`src/rtl/pipe_flow_ctrl_gen.sv`:
```
// Pipeline flow controller: per-stage WORK/STOP/REFRESH codes from prioritised hold, interrupt and
// redirect inputs, with a RUN/DRAIN/HALTED debug-halt FSM, stall watchdog and perf counters.
`ifndef FLOW_WIDTH
`define FLOW_WIDTH 2
`endif
`ifndef FLOW_WORK
`define FLOW_WORK 2'd0
`endif
`ifndef FLOW_STOP
`define FLOW_STOP 2'd1
`endif
`ifndef FLOW_REFRESH
`define FLOW_REFRESH 2'd2
`endif
`ifndef CPU_WIDTH
`define CPU_WIDTH 32
`endif

module pipe_flow_ctrl_gen #(
    parameter int NUM_STAGES = 5,
    parameter int NUM_SRC    = 6,
    parameter logic [NUM_SRC*NUM_STAGES-1:0] SRC_STOP_MASK  = 30'b00001_00111_00011_00111_01111_11111,
    parameter logic [NUM_SRC*NUM_STAGES-1:0] SRC_FLUSH_MASK = 30'b00010_01000_00100_01000_10000_00000,
    parameter int REDIR_FLUSH = 2,
    parameter int TIMEOUT     = 1024,
    parameter int CNT_WIDTH   = 32
) (
    input  logic                              clk,
    input  logic                              rst,
    input  logic [NUM_SRC-1:0]                hold_req_i,
    input  logic                              int_assert_i,
    input  logic [`CPU_WIDTH-1:0]             int_addr_i,
    input  logic                              redirect_i,
    input  logic [`CPU_WIDTH-1:0]             redirect_pc_i,
    input  logic                              halt_req_i,
    output logic                              halt_ack_o,
    output logic [`CPU_WIDTH-1:0]             next_pc_o,
    output logic                              next_pc_four_o,
    output logic [NUM_STAGES*`FLOW_WIDTH-1:0] flow_o,
    output logic                              stall_timeout_o,
    output logic [CNT_WIDTH-1:0]              stall_cycles_o,
    output logic [CNT_WIDTH-1:0]              flush_cnt_o
);

    localparam int FW  = `FLOW_WIDTH;
    localparam int DCW = $clog2(NUM_STAGES) + 1;
    localparam int SCW = $clog2(TIMEOUT + 1);
    // Value of drain_cnt on the final drain cycle before entering HALTED.
    localparam logic [DCW-1:0] DRAIN_LAST = DCW'(NUM_STAGES - 3);
    localparam logic [SCW-1:0] STALL_MAX  = SCW'(TIMEOUT);
    localparam logic [SCW-1:0] STALL_TRIP = SCW'(TIMEOUT - 1);

    typedef enum logic [1:0] {
        ST_RUN,
        ST_DRAIN,
        ST_HALTED
    } state_t;

    typedef enum logic [2:0] {
        PAT_RST,
        PAT_HALT,
        PAT_INT,
        PAT_HOLD,
        PAT_REDIR,
        PAT_DRAIN,
        PAT_NORM
    } pat_t;

    state_t               state_reg, state_next;
    logic [DCW-1:0]       drain_cnt_reg, drain_cnt_next;
    logic                 halt_ack_reg;
    logic [SCW-1:0]       stall_cnt_reg;
    logic                 stall_timeout_reg;
    logic [CNT_WIDTH-1:0] stall_cycles_reg;
    logic [CNT_WIDTH-1:0] flush_cnt_reg;

    pat_t                 pat;
    logic [NUM_SRC-1:0]   first_hot;
    logic                 hold_any;
    logic                 stalled;

    // One-hot of the lowest-index (highest-priority) active hold source.
    always_comb begin
        first_hot = '0;
        for (int k = NUM_SRC - 1; k >= 0; k--) begin
            if (hold_req_i[k]) begin
                first_hot    = '0;
                first_hot[k] = 1'b1;
            end
        end
    end

    assign hold_any = |hold_req_i;

    always_comb begin
        pat = PAT_NORM;
        if (rst)                          pat = PAT_RST;
        else if (state_reg == ST_HALTED)  pat = PAT_HALT;
        else if (int_assert_i)            pat = PAT_INT;
        else if (hold_any)                pat = PAT_HOLD;
        else if (redirect_i)              pat = PAT_REDIR;
        else if (state_reg == ST_DRAIN)   pat = PAT_DRAIN;
    end

    always_comb begin
        next_pc_o      = '0;
        next_pc_four_o = 1'b0;
        case (pat)
            PAT_INT:   next_pc_o      = int_addr_i;
            PAT_REDIR: next_pc_o      = redirect_pc_i;
            PAT_NORM:  next_pc_four_o = 1'b1;
            default: ;
        endcase
    end

    genvar gi, gk;
    generate
        for (gi = 0; gi < NUM_STAGES; gi++) begin : g_stage
            logic [NUM_SRC-1:0] stop_col;
            logic [NUM_SRC-1:0] flush_col;
            logic [FW-1:0]      code;

            for (gk = 0; gk < NUM_SRC; gk++) begin : g_src
                assign stop_col[gk]  = SRC_STOP_MASK[gk*NUM_STAGES + gi];
                assign flush_col[gk] = SRC_FLUSH_MASK[gk*NUM_STAGES + gi];
            end

            always_comb begin
                code = `FLOW_WORK;
                case (pat)
                    PAT_RST:   code = `FLOW_REFRESH;
                    PAT_HALT:  code = `FLOW_STOP;
                    PAT_INT:   code = (gi == 0) ? `FLOW_WORK : `FLOW_REFRESH;
                    PAT_HOLD: begin
                        // Flush bit takes precedence over stop bit for the same source.
                        if (|(first_hot & flush_col))     code = `FLOW_REFRESH;
                        else if (|(first_hot & stop_col)) code = `FLOW_STOP;
                        else                              code = `FLOW_WORK;
                    end
                    PAT_REDIR: code = (gi >= 1 && gi <= REDIR_FLUSH) ? `FLOW_REFRESH : `FLOW_WORK;
                    PAT_DRAIN: begin
                        if (gi == 0)      code = `FLOW_STOP;
                        else if (gi == 1) code = `FLOW_REFRESH;
                        else              code = `FLOW_WORK;
                    end
                    default:   code = `FLOW_WORK;
                endcase
            end

            assign flow_o[gi*FW +: FW] = code;
        end
    endgenerate

    always_comb begin
        state_next     = state_reg;
        drain_cnt_next = drain_cnt_reg;
        case (state_reg)
            ST_RUN: begin
                if (halt_req_i) begin
                    state_next     = ST_DRAIN;
                    drain_cnt_next = '0;
                end
            end
            ST_DRAIN: begin
                if (!halt_req_i) begin
                    state_next     = ST_RUN;
                    drain_cnt_next = '0;
                end else if (pat == PAT_INT || pat == PAT_REDIR) begin
                    drain_cnt_next = '0;
                end else if (pat == PAT_DRAIN) begin
                    drain_cnt_next = drain_cnt_reg + 1'b1;
                    if (drain_cnt_reg == DRAIN_LAST) state_next = ST_HALTED;
                end
            end
            ST_HALTED: begin
                if (!halt_req_i) state_next = ST_RUN;
            end
            default: state_next = ST_RUN;
        endcase
    end

    always_ff @(posedge clk) begin
        if (rst) begin
            state_reg     <= ST_RUN;
            drain_cnt_reg <= '0;
            halt_ack_reg  <= 1'b0;
        end else begin
            state_reg     <= state_next;
            drain_cnt_reg <= drain_cnt_next;
            halt_ack_reg  <= (state_next == ST_HALTED);
        end
    end

    // Watchdog ignores HALTED: a deliberate debug stop is not a hang.
    assign stalled = (state_reg != ST_HALTED) && (flow_o[FW-1:0] != `FLOW_WORK);

    always_ff @(posedge clk) begin
        if (rst) begin
            stall_cnt_reg     <= '0;
            stall_timeout_reg <= 1'b0;
        end else if (stalled) begin
            if (stall_cnt_reg != STALL_MAX) stall_cnt_reg <= stall_cnt_reg + 1'b1;
            stall_timeout_reg <= (stall_cnt_reg >= STALL_TRIP);
        end else begin
            stall_cnt_reg     <= '0;
            stall_timeout_reg <= 1'b0;
        end
    end

    always_ff @(posedge clk) begin
        if (rst) begin
            stall_cycles_reg <= '0;
            flush_cnt_reg    <= '0;
        end else begin
            if (hold_any) stall_cycles_reg <= stall_cycles_reg + 1'b1;
            if (pat == PAT_INT || pat == PAT_REDIR) flush_cnt_reg <= flush_cnt_reg + 1'b1;
        end
    end

    assign halt_ack_o      = halt_ack_reg;
    assign stall_timeout_o = stall_timeout_reg;
    assign stall_cycles_o  = stall_cycles_reg;
    assign flush_cnt_o     = flush_cnt_reg;

endmodule
```
`config.mk`:
```
export PLATFORM = sky130hd
export DESIGN_NAME = pipe_flow_ctrl_gen
export DESIGN_NICKNAME = d
export VERILOG_FILES = /design/src/rtl/pipe_flow_ctrl_gen.sv
export SDC_FILE = /design/constraint.sdc
export NUM_CORES = 1
export LEC_CHECK = 0
export CORE_ASPECT_RATIO = 1.5
export CORE_UTILIZATION = 40
export CTS_CLUSTER_DIAMETER = 60
export DETAILED_ROUTE_END_ITERATION = 10
export GPL_TIMING_DRIVEN = 0
export PLACE_DENSITY = 0.8
export SYNTH_ARGS = -nofsm -noshare
export SYNTH_HDL_FRONTEND = slang
export SYNTH_SLANG_ARGS = --single-unit
```
`constraint.sdc`:
```
create_clock -name clk -period 2.6 [get_ports clk]
set_input_delay 0.39 -clock clk [delete_from_list [all_inputs] [get_ports clk]]
set_output_delay 0.39 -clock clk [all_outputs]
set_load 0.02 [all_outputs]
```
Word level (Yosys, flattened, before mapping)
Cells that the tools add are included.
W data, S select, Z words.
{ "word_totals": {"regBits": 83, "in_bits": 75, "output_inout_bits": 109} }
{ "op_classes": {"add_sub_neg": 4, "order_cmp": 1, "n_eq_ne": 14, "muxes": 40, "n_bitwise": 1, "n_reduce_logical": 18} }
{ "op_table": {"columns": ["operator", "n"], "rows": [
  ["$add A32 B1 Y32 const B", 2],
  ["$pmux W32 S2", 1],
  ["$mux W6", 6],
  ["$pmux W2 S3", 6],
  ["$mux W2", 12],
  ["$mux W4", 4],
  ["$mux W3", 4],
  ["$reduce_or A6 Y1", 2],
  ["$add A11 B1 Y11 const B", 1],
  ["$ge A11 B10 Y1 const B", 1],
  ["$ne A11 B11 Y1 const B", 1],
  ["$reduce_or A2 Y1", 5],
  ["$eq A3 B3 Y1 const B", 3],
  ["$pmux W4 S2", 1],
  ["$reduce_or A4 Y1", 2],
  ["$eq A3 B2 Y1 const B", 2],
  ["$mux W1", 6],
  ["$reduce_or A5 Y1", 1],
  ["$add A4 B1 Y4 const B", 1],
  ["$eq A2 B2 Y1 const B", 2],
  ["$eq A4 B2 Y1 const B", 1],
  ["$ne A2 B2 Y1 const B", 2],
  ["$ne A4 B2 Y1 const B", 1],
  ["$reduce_bool A2 Y1", 2],
  ["9 further kinds", 9]
]} }

Depth between registers and ports, before layout
{ "depth": {"ltp_word": 14, "depth_mapped": 7, "depth_no_buf": 6} }

Worst setup path after synthesis
No wires, ideal clock.
{ "synth_path": {"kind": "input to output", "startpoint": "in hold_req_i[1]", "endpoint": "out flow_o[5]", "arrival_ns": 2.002, "path_slack_ns": 0.208, "cell_stages": 5, "n_path_buf": 0, "path_cell_list": "or4_1 > nor2_1 > o21ai_1 > a22o_1 > a21oi_1"} }
{ "synth_via": {"elab_chain_len": 8, "elab_cells_between_ends": 15} }
{ "synth_lines": {"columns": ["element", "line", "text"], "rows": [
  ["from (decl)", "30", "input logic [NUM_SRC-1:0] hold_req_i,"],
  ["$reduce_or A6 Y1", "93", "assign hold_any = |hold_req_i;"],
  ["$mux W3", "100", "else if (hold_any) pat = PAT_HOLD;"],
  ["$mux W3", "99", "else if (int_assert_i) pat = PAT_INT;"],
  ["$mux W3", "98", "else if (state_reg == ST_HALTED) pat = PAT_HALT;"],
  ["$mux W3", "97", "if (rst) pat = PAT_RST;"],
  ["$eq A3 B2 Y1 (tied with other cells)", "130", "case (pat)"],
  ["$reduce_or A3 Y1 (no line)", null, null],
  ["$pmux W2 S3 (*)", "130", null],
  ["to (decl)", "39", "output logic [NUM_STAGES*`FLOW_WIDTH-1:0] flow_o,"]
]} }
Mark *: on every way between the ends. The rest lies on a longest branch, timed or not.

Worst setup path after layout
{ "layout_path": {"startpoint": "in hold_req_i[0]", "endpoint": "out flow_o[8]"} }
{ "layout_via": {"elab_chain_len": 8, "elab_cells_between_ends": 14} }
{ "layout_lines": {"columns": ["element", "line"], "rows": [
  ["$reduce_or A6 Y1", "93"],
  ["$mux W3", "100"],
  ["$mux W3", "99"],
  ["$mux W3", "98"],
  ["$mux W3", "97"],
  ["$eq A3 B2 Y1 / $logic_not A3 Y1 (equally long branches)", "130"],
  ["$reduce_or A2 Y1 (no line)", null],
  ["$pmux W2 S3 (*)", "130"]
]} }
Marks and branches as above.

==> impl_metrics.csv <==
group,metric,value,unit
logic_synthesis,ys_types,49,
route,drc,0,
clock_network,cts_buffers,9,
floorplanning,floorplan.initialDensity,41.0,%
job,drv_cap,0,
pwr,p_per_area,456,nW/um^2
floorplanning,die_h,132,um
cells_and_area,layout-drive-gt1-share,15.9,%
grt,grt_max_degree,15,
placed_design,pre_cts_ws,-1.22,ns
grt,antenna_found_initial,1,
route,wl_per_cell,16.0,um
pwr,p_leak,2.48,nW
critical_path,critical_path_class,"input port to output pin",
timing,slew_viol_final,0,
pwr,seqPwrFrac,40.7,%
timing,worstMarginPinSlew,0.812,ns
timing,finalHoldViolCount,0,
floorplanning,pin_count,184,
placed_design,place_area,6520,sq um
route,first_pass_iters,5,
clock_network,cts_root_buffer,"clkbuf_16",
floorplanning,core_area,11000,sq um
pwr,switching_share,22.5,%
logic_synthesis,ys_seq_elements,83,
logic_synthesis,synth_top_area_cell,"dfxtp_1",
grt,gr-usage-all-layers,25.0,%
logic_synthesis,syn_inst,541,
timing,fin_crit,2.54,ns
clock_network,worstSkewPairLatency,0.34,ns
critical_path,critPathMaxFanout,5,
clock_network,cts_buffer_depth,2,
critical_path,crit_chain,"clkdlybuf4s15_1 -> or4_4 -> nor2_4 -> o21ai_2 -> a22o_4 -> nor2b_1 -> clkdlybuf4s15_2",
clock_network,clkSinkCount,83,
logic_synthesis,ys_warn_count,0,
timing,period_share,97.7,%
placed_design,io_buffers,183,
timing,finalWorstSetupSlack,0.0608,ns
clock_network,ctsHoldBuffers,0,
grt,grt_pass1_wl,23.1,mm
route,wirelength,14.4,mm
pwr,internal_power,0.00246,W
logic_synthesis,ys_seq_area_share,36.9,%
placed_design,gp_congestion,0.873,
logic_synthesis,synth_edf_count,0,
clock_network,clkTransAtPathRegs,0.06,ns
placed_design,dp_hpwl,10.9,mm
cells_and_area,areaGrowthSynthToFinish,54.3,%
cells_and_area,final_common_cell,"clkdlybuf4s50_1",
worst_hold_path,holdCritPathClass,"flip-flop to flip-flop",
logic_synthesis,ys.flop_type,"dfxtp_1",
timing,relSlewSlack,45.8,%
pwr,clkPwrFrac,47.9,%
critical_path,path_delay_family,"simple AND/OR/NAND/NOR gates",
floorplanning,dieArea,11700,sq um
cells_and_area,design_area,6950,sq um
logic_synthesis,synth.top_cell.area_share,36.9,%
critical_path,cpPeakStageDelay,0.58,ns
logic_synthesis,netlist_area,4510,sq um
critical_path,cp_num_buf_inv,2,
timing,setup_viol,0,
logic_synthesis,yosys-top-cells-area,"dfxtp_1 37%, xnor2_1 7.8%, nor2_1 7.2%",
placed_design,dp.cells,871,
timing,rsz0062_at_grt,"false",
critical_path,startpoint_type,"input port",
timing,tns,0,ns
logic_synthesis,mappedNetlistNets,622,
cells_and_area,nNetsFinal,826,
route,first_iter_violations,156,
timing,skew,0.00570,ns
floorplanning,core.rowCount,47,
logic_synthesis,synthArstFlopShare,0,%
clock_network,htree_levels,3,
cells_and_area,layoutNonFillerInstCount,899,
cells_and_area,mostFrequentLayoutCells,"132 x clkdlybuf4s50_1, 85 x nor2_1, 81 x dfxtp_1, 40 x xnor2_1, 32 x a22o_1",
grt,grt_pass1_vias,4814,
pwr,p_comb_share,11.4,%
pwr,power_switching,0.000711,W
route,via_per_inst,5.44,
critical_path,cpMaxStageDelayCell,"or4_4",
logic_synthesis,syn_avg_cell_area,8.33,sq um
clock_network,cts_tree,"done",
timing,fmax,394,MHz
critical_path,cp_data_arrival_time,2.15,ns
route,dr_total_vias,4892,
route,detail-route-antenna-nets,0,
grt,globalRouteOverflowTotal,0,
critical_path,cp.required,2.21,ns
pwr,ir_drop,0.000324,V
floorplanning,die_w,88.7,um
run_status,status,"complete, no violations",
critical_path,end_kind,"output pin",
layer usage:
layer	wire length [um]	GRT usage (%)	vias up
met4	306	10.1	0
li1	-	-	2342
met3	713	5.01	20
met5	0	0	-
met2	7450	43.6	166
met1	5910	29.1	2364
path summary, 6_finish.rpt:
check,from,to,slack [ns],cells past startpoint
worst max-delay path,hold_req_i[0],flow_o[8],0.06,7
worst min-delay path,state_reg[1],state_reg[0],0.48,1
worst max register to register,stall_cycles_o[0],stall_cycles_o[28],0.36,6
worst min register to register,state_reg[1],state_reg[0],0.48,1
worst register-to-register path: cells and delay by family (launching register included):
kind	cells	cell delay (ns)
DFF	1	0.40
AOI/OAI and AO/OA	2	0.76
and+or+nand+nor	3	0.82
adders and majority gates	1	0.19
per-stage QoR:
stage / utilization [%] / power (W) / hold WS, ns
final: 63.2 / 0.00317 / 0.477
after global routing: 63.2 / 0.00327 / 0.499
after CTS: 63.1 / 0.00319 / 0.500
after detailed placement: 59.3 / 0.00169 / 0.488
after global placement: 59.3 / 0.00168 / 0.475
after floorplan: - / 0.00146 / 0.456
logic make-up (layout without fill, tap and decap cells):
kind of cell	Yosys count	count (layout)	share of synthesized area, %
muxes	2	2	0.500
and+or+nand+nor	266	266	32.5
adders and majority gates	6	6	1.67
AOI/OAI and AO/OA	79	79	12.6
buffers and inverters	43	252	3.86
DFF	83	83	36.9
other	0	2	0
xor gates and xnor gates	62	62	12.0
cell type report:
class | instances | area [sq um]
diodes | 2 | 5.00
plain buffers | 28 | 148
clock buffers | 11 | 253
clock inverters | 5 | 108
fillers | 929 | 4040
inverters | 15 | 58.8
multi-input cells | 415 | 2760
flip-flops and latches | 83 | 1670
well taps | 147 | 184
repair buffers | 193 | 1770
cell usage after synthesis (all sizes together) (15+ instances only):
library cell / number
clkbuf: 20
a22o: 33
dfxtp: 83
nor2: 87
xnor2: 40
nor4: 27
nand4: 26
nand3: 27
inv: 15
nor3: 15
xor2: 22
nand2: 33
a21oi: 20
power by group through the flow:
| stage | Combinational (W) | Clock (W) | Sequential, W |
|---|---|---|---|
| after detailed placement | 0.000367 | 0 | 0.00132 |
| after CTS | 0.000359 | 0.00154 | 0.00129 |
| after global placement | 0.000363 | 0 | 0.00132 |
| after floorplan | 0.000139 | 0 | 0.00132 |
| final | 0.000360 | 0.00152 | 0.00129 |
| after global routing | 0.000384 | 0.00159 | 0.00129 |
what timing repair did:
action                                  CTS  global route
resized for setup                       183            16
pin swaps                                 8             5
endpoints found under the setup margin   42            34
setup buffers                             9             1
No activity file was read; power rests on OpenSTA's default activity.
